--- config.mk ---
export PLATFORM = sky130hd
export DESIGN_NAME = hough_peak_finder
export DESIGN_NICKNAME = d
export VERILOG_FILES = /design/src/rtl/hough_pkg.sv /design/src/rtl/nms_window.sv /design/src/rtl/hough_peak_finder.sv
export SDC_FILE = /design/constraint.sdc
export NUM_CORES = 1
export LEC_CHECK = 0
export CORE_ASPECT_RATIO = 1.4
export CORE_MARGIN = 4
export CORE_UTILIZATION = 45
export CTS_CLUSTER_SIZE = 20
export DETAILED_ROUTE_END_ITERATION = 6
export PLACE_DENSITY_LB_ADDON = 0.08
export SLEW_MARGIN = 20
export SYNTH_ARGS = -nofsm -noshare
export SYNTH_HDL_FRONTEND = slang
export SYNTH_HIERARCHICAL = 1
export SYNTH_SLANG_ARGS = --single-unit
--- constraint.sdc ---
create_clock -name clk -period 4.5 [get_ports clk]
set_clock_uncertainty 0.2 [all_clocks]
set_input_delay 0.45 -clock clk [delete_from_list [all_inputs] [get_ports clk]]
set_output_delay 0.45 -clock clk [all_outputs]
set_load 0.005 [all_outputs]
--- src/rtl/hough_pkg.sv ---
// hough_pkg: shared widths, geometry defaults, FSM state and peak record for
// the Hough peak finder.
package hough_pkg;

    localparam int unsigned msb_r     = 11;
    localparam int unsigned msb_phi   = 7;
    localparam int unsigned msb_vote  = 9;
    localparam int unsigned msb_addr  = 17;
    localparam int unsigned msb_cnt   = 2;

    localparam int unsigned N_R       = 1024;
    localparam int unsigned N_PHI     = 180;
    localparam int unsigned MAX_PEAKS = 7;

    typedef enum logic [1:0] {
        IDLE  = 2'd0,
        SCAN  = 2'd1,
        DRAIN = 2'd2,
        DONE  = 2'd3
    } state_t;

    // One (r, phi) cell coordinate as it travels down the read pipeline.
    typedef struct packed {
        logic [msb_phi:0] phi;
        logic [msb_r:0]   r;
    } peak_t;

endpackage

--- src/rtl/nms_window.sv ---
// nms_window: vote window along r with row-edge zero-forcing and the peak test.
// With HOUGH_PEAK_NMS_EN defined, a cell is a peak when it reaches the
// threshold, beats its left neighbour and is not beaten by its right one.
// Without it, only the threshold applies and cur is kept purely as a delay
// stage so the push latency does not change.
module nms_window
    import hough_pkg::*;
(
    input  logic              clk,
    input  logic              reset,
    input  logic              clear,
    input  logic [msb_vote:0] vote_in,
    input  logic              next_valid,
    input  logic              at_first,
    input  logic              at_last,
    input  logic [msb_vote:0] thresh,
    output logic              peak_c
);

`ifdef HOUGH_PEAK_NMS_EN

    logic [msb_vote:0] cur;
    logic [msb_vote:0] prev;
    logic [msb_vote:0] prev_eff;
    logic [msb_vote:0] next_eff;

    // Shift the vote stream through the cur/prev taps; next is the live read data.
    always_ff @(posedge clk) begin
        if (reset || clear) begin
            cur  <= '0;
            prev <= '0;
        end else begin
            prev <= cur;
            cur  <= vote_in;
        end
    end

    // Zero taps that fall outside the current row, then test for a local maximum.
    always_comb begin
        prev_eff = at_first ? '0 : prev;
        next_eff = (at_last || !next_valid) ? '0 : vote_in;
        peak_c   = (cur >= thresh) && (cur > prev_eff) && (cur >= next_eff);
    end

`else

    logic [msb_vote:0] cur;
    logic              unused_taps;

    // Single delay stage that stands in for the window.
    always_ff @(posedge clk) begin
        if (reset || clear) begin
            cur <= '0;
        end else begin
            cur <= vote_in;
        end
    end

    assign unused_taps = ^{next_valid, at_first, at_last};

    // Plain threshold test.
    always_comb begin
        peak_c = (cur >= thresh);
    end

`endif

endmodule

--- src/rtl/hough_peak_finder.sv ---
// hough_peak_finder: scans the Hough accumulator once per start, pushes cells
// that pass the peak test into the (r, phi) peak queue, and stops early after
// MAX_PEAKS pushes. Macro HOUGH_PEAK_NMS_EN enables 3-point non-maximum
// suppression along r (see nms_window). Index/vote/address widths come from
// hough_pkg.
module hough_peak_finder #(
    parameter int unsigned N_R       = hough_pkg::N_R,
    parameter int unsigned N_PHI     = hough_pkg::N_PHI,
    parameter int unsigned MAX_PEAKS = hough_pkg::MAX_PEAKS
) (
    input  logic                        clk,
    input  logic                        reset,
    input  logic                        start,
    input  logic [hough_pkg::msb_vote:0] thresh,
    output logic [hough_pkg::msb_addr:0] acc_addr,
    input  logic [hough_pkg::msb_vote:0] acc_data,
    output logic [hough_pkg::msb_r:0]    r_out,
    output logic [hough_pkg::msb_phi:0]  phi_out,
    output logic                        q_en,
    output logic                        q_rw,
    output logic                        busy,
    output logic                        done,
    output logic [hough_pkg::msb_cnt:0]  peak_cnt
);
    import hough_pkg::*;

    localparam int unsigned R_W    = msb_r + 1;
    localparam int unsigned PHI_W  = msb_phi + 1;
    localparam int unsigned VOTE_W = msb_vote + 1;
    localparam int unsigned ADDR_W = msb_addr + 1;
    localparam int unsigned CNT_W  = msb_cnt + 1;

    state_t              state;
    state_t              state_next;

    peak_t               cell_a;      // cell whose address is on acc_addr
    peak_t               cell_b;      // cell whose data is on acc_data
    peak_t               cell_c;      // cell held in the window's cur tap
    logic                valid_b;
    logic                valid_c;

    logic [VOTE_W-1:0]   thresh_q;
    logic                drain_cnt;

    logic                start_ok;
    logic                last_addr;
    logic                at_first;
    logic                at_last;
    logic                peak_c;
    logic                push;
    logic                cap;

    // Accept, end-of-scan, row-edge, push and cap decodes.
    always_comb begin
        start_ok  = start && (state == IDLE) && !done;
        last_addr = (cell_a.r == R_W'(N_R - 1)) && (cell_a.phi == PHI_W'(N_PHI - 1));
        at_first  = (cell_c.r == '0);
        at_last   = (cell_c.r == R_W'(N_R - 1));
        push      = valid_c && peak_c && ((state == SCAN) || (state == DRAIN));
        cap       = push && (peak_cnt == CNT_W'(MAX_PEAKS - 1));
    end

    // FSM state register.
    always_ff @(posedge clk) begin
        if (reset) begin
            state <= IDLE;
        end else begin
            state <= state_next;
        end
    end

    // FSM next state; reaching the peak cap jumps straight to DONE.
    always_comb begin
        state_next = state;
        case (state)
            IDLE: begin
                if (start_ok) state_next = SCAN;
            end
            SCAN: begin
                if (cap)            state_next = DONE;
                else if (last_addr) state_next = DRAIN;
            end
            DRAIN: begin
                if (cap || drain_cnt) state_next = DONE;
            end
            DONE: begin
                state_next = IDLE;
            end
            default: begin
                state_next = IDLE;
            end
        endcase
    end

    // Two-cycle drain timer for the read and next-tap stages.
    always_ff @(posedge clk) begin
        if (reset) begin
            drain_cnt <= 1'b0;
        end else if (state == DRAIN) begin
            drain_cnt <= ~drain_cnt;
        end else begin
            drain_cnt <= 1'b0;
        end
    end

    // Address and r/phi counters, r fastest; frozen once SCAN is left.
    always_ff @(posedge clk) begin
        if (reset) begin
            acc_addr <= '0;
            cell_a   <= '0;
        end else if (start_ok) begin
            acc_addr <= '0;
            cell_a   <= '0;
        end else if ((state == SCAN) && (state_next == SCAN)) begin
            acc_addr <= acc_addr + ADDR_W'(1);
            if (cell_a.r == R_W'(N_R - 1)) begin
                cell_a.r   <= '0;
                cell_a.phi <= cell_a.phi + PHI_W'(1);
            end else begin
                cell_a.r   <= cell_a.r + R_W'(1);
            end
        end
    end

    // Coordinate pipeline alongside the read data; cleared on a new scan.
    always_ff @(posedge clk) begin
        if (reset || start_ok) begin
            cell_b  <= '0;
            cell_c  <= '0;
            valid_b <= 1'b0;
            valid_c <= 1'b0;
        end else begin
            cell_b  <= cell_a;
            valid_b <= (state == SCAN);
            cell_c  <= cell_b;
            valid_c <= valid_b;
        end
    end

    // Threshold is captured once per scan.
    always_ff @(posedge clk) begin
        if (reset) begin
            thresh_q <= '0;
        end else if (start_ok) begin
            thresh_q <= thresh;
        end
    end

    nms_window u_nms_window (
        .clk        (clk),
        .reset      (reset),
        .clear      (start_ok),
        .vote_in    (acc_data),
        .next_valid (valid_b),
        .at_first   (at_first),
        .at_last    (at_last),
        .thresh     (thresh_q),
        .peak_c     (peak_c)
    );

    // Registered queue write, status and peak counter.
    always_ff @(posedge clk) begin
        if (reset) begin
            r_out    <= '0;
            phi_out  <= '0;
            q_en     <= 1'b0;
            q_rw     <= 1'b0;
            busy     <= 1'b0;
            done     <= 1'b0;
            peak_cnt <= '0;
        end else begin
            q_en <= push;
            q_rw <= push;
            done <= (state == DONE);
            if (push) begin
                r_out   <= cell_c.r;
                phi_out <= cell_c.phi;
            end
            if (start_ok) begin
                busy <= 1'b1;
            end else if (state == DONE) begin
                busy <= 1'b0;
            end
            if (start_ok) begin
                peak_cnt <= '0;
            end else if (push) begin
                peak_cnt <= peak_cnt + CNT_W'(1);
            end
        end
    end

endmodule
==> metrics.md <==
| Metric | Value |
|---|---|
| Outcome | complete, no violations |
| Slowest-stage cell, CP | sky130_fd_sc_hd__o221ai_1 |
| CP required | 4.59 ns |
| Core area | 10920 um^2 |
| Count of boundary I/O pins | 68 |
| Startpoint-to-endpoint class of the critical path | flop to flop |
| GRT Resource Usage Total | 0.1738 |
| Via density per instance | 5.177 |
| Setup repair after global routing missed its margin | false |
| Ratio of final minimum period to clock period | 0.8019 |
| Upper clock frequency limit | 277.1 MHz |
| Total nets after synthesis | 597 |
| Starting density of the core | 0.4608 |
| Nature of the critical path endpoint | flop |
| Inserted Diodes | 0 |
| Die Area | 12970 um^2 |
| Total grt overflow | 0 |
| Power density relative to cell area | 420.4 nW/um^2 |
| Violation count after the first detailed-route iteration | 140 |
| DR pass1 iterations | 4 |
| Post-detailed-placement half-perimeter wirelength | 7396 um |
| CP Launch Type | flop |
| Cell depth of the worst min-delay path | 1 |
| Max-capacitance violation count | 0 |
| Width of the chip | 97.39 um |
| Hold bufs inserted after CTS | 0 |
| Hold path startpoint | cell_b[4] |
| Synthesized cell area | 5034 um^2 |
| Count of nets left with antenna violations after detail routing | 0 |
| Capturing point of the worst reg2reg path | cell_a[19] |
| Relative max-transition margin | 0.4016 |
| CTS sink cnt | 129 |
| Fin Setup TNS | 0 ns |
| Post-route cell area | 6425 um^2 |
| Fin nets | 662 |
| # resized after CTS | 0 |
| Share of cells above drive strength 1 | 0.08703 |
| Final hold violation count | 0 |
| Final number of setup-violating endpoints | 0 |
| Total via count in the routed design | 4002 |
| Largest fanout on the critical path | 13 |
| Path depth of the worst reg2reg path | 11 |
| Cells along the critical path | ha_1, nand2b_4, a211oi_2, a2bb2oi_1, o21ai_1, and3_1, a21o_1, a211oi_4, o221ai_1, nor4_1, mux2_1 |
| Synth-to-Final Area Change | 27.64% |
| Area post-placement | 5806 um^2 |
| Startpoint of the lowest-slack register-to-register path | thresh_q[0] |
| Number of antenna violations at the first check in global routing | 0 |
| Final-report max-slew violation count | 0 |
| Clock transition at the registers of the reported paths | 0.06 ns |
| Register-to-register setup slack | 0.89 ns |
| Gate count of the mapped netlist | 554 |
| Aggregate routed wire length | 10690 um |
| H-tree depth reported by CTS | 4 |
| Residual DRC count | 0 |
| Maximum number of pins on one net before global-route repair | 35 |
| Largest stage delay, worst path | 0.45 ns |
| Clock latency at the later pin of the worst-skew pair | 0.41 ns |
| Path type of the worst min-delay path | flop to flop |
| Transition time of the tightest slew-check pin | 0.8976 ns |
| First-pass GRT wire length | 18340 um |
| Vias in the first global route | 3892 |
| Height of the die | 133.1 um |
| Root Driver | sky130_fd_sc_hd__clkbuf_16 |
| Shortest period the worst path allows | 3.609 ns |
| WHS Endpoint | cell_c[4] |
| Arrival time of data at the critical path endpoint | 3.70 ns |
| Mean instance size in the synthesized netlist | 9.086 um^2 |
| Largest buffer count on any clock path | 2 |
| Synth warnings | 6 |
| Static leakage power | 2.358 nW |
| Commonest cells after routing, fill and taps aside | sky130_fd_sc_hd__dfxtp_1 (129), sky130_fd_sc_hd__nand2_1 (89), sky130_fd_sc_hd__clkdlybuf4s50_1 (67) |
| Routability congestion estimate from global placement | 0.8066 |
| Most common library cell in the layout ignoring fill and taps | sky130_fd_sc_hd__dfxtp_1 |
| Average wire length per cell after detail routing | 13.83 um |
| TritonCTS Buffers | 17 |
| Post-CTS setup-driven buffer insertion count | 0 |
| CTS tree | yes |
| Worst vdd ir | 316.6 uV |
| # rows | 45 |
| Port buffer count | 67 |
[worst max-delay path by stage]
stage	end	cells past startpoint	start	slack, ns
after floorplan	acc_addr[12]	14	u_nms_window/cur[0]	1.49
after global placement	cell_a[19]	12	u_nms_window/cur[0]	1.04
after detailed placement	cell_a[19]	12	u_nms_window/cur[0]	0.91
after CTS	cell_a[19]	12	u_nms_window/cur[0]	0.91
after global routing	cell_a[19]	11	thresh_q[5]	0.67
final	cell_a[19]	11	thresh_q[0]	0.89
[worst max-delay path: cells and delay by family (launching register included)]
kind,cells,cell delay (ns)
adder cells (fa/ha/maj),1,0.29
AO/OA/AOI/OAI,6,1.45
AND/OR/NAND/NOR,3,0.88
flip-flops,1,0.32
multiplexers,1,0.35
[per-stage QoR]
stage / setup WS [ns] / total power [mW] / instances / utilization / hold WS, ns
2_1_floorplan: 1.486 / 1.292 / 554 / - / 0.1987
3_3_place_gp: 1.042 / 1.343 / 740 / 0.5315 / 0.2079
3_5_place_dp: 0.9088 / 1.346 / 740 / 0.5315 / 0.2120
4_1_cts: 0.9068 / 2.728 / 772 / 0.5868 / 0.2230
5_1_grt: 0.6689 / 2.792 / 773 / 0.5882 / 0.2399
6_report: 0.8913 / 2.701 / 773 / 0.5882 / 0.2204
[where the power goes]
part	total, mW	internal (mW)	switching [mW]
registers	1.17	1.16	0.00902
logic	0.156	0.0641	0.0921
clock network	1.38	0.881	0.496
total	2.70	2.10	0.598
[flip-flops by register name, summed over array words and instances, names as in the netlist, 2 cells and up]
| name | flops |
|---|---|
| acc_addr | 18 |
| cell_a | 20 |
| cell_b | 20 |
| cell_c | 20 |
| peak_cnt | 3 |
| phi_out | 8 |
| r_out | 12 |
| state | 2 |
| thresh_q | 10 |
| u_nms_window/cur | 10 |
[routing by layer]
metal  wire, um  vias up  part of all wire  track usage
met5          0        -                 0            0
met4        214        0             0.020      0.07544
met3        610       18             0.057      0.06653
met2       5116       96              0.48       0.2796
met1       4750     1862              0.44       0.2071
li1           -     2026                 -            -
[area by class of cell]
cell class                 count  area, um^2
tap                          141       176.4
timing repair buffer          75       738.2
multi-input combinational    377        2252
inverter                      19       71.32
fill                         982        4498
clock buffer                  18       439.2
sequential                   129        2582
clock inverter                14       165.2
No activity file was read; power rests on OpenSTA's default activity.
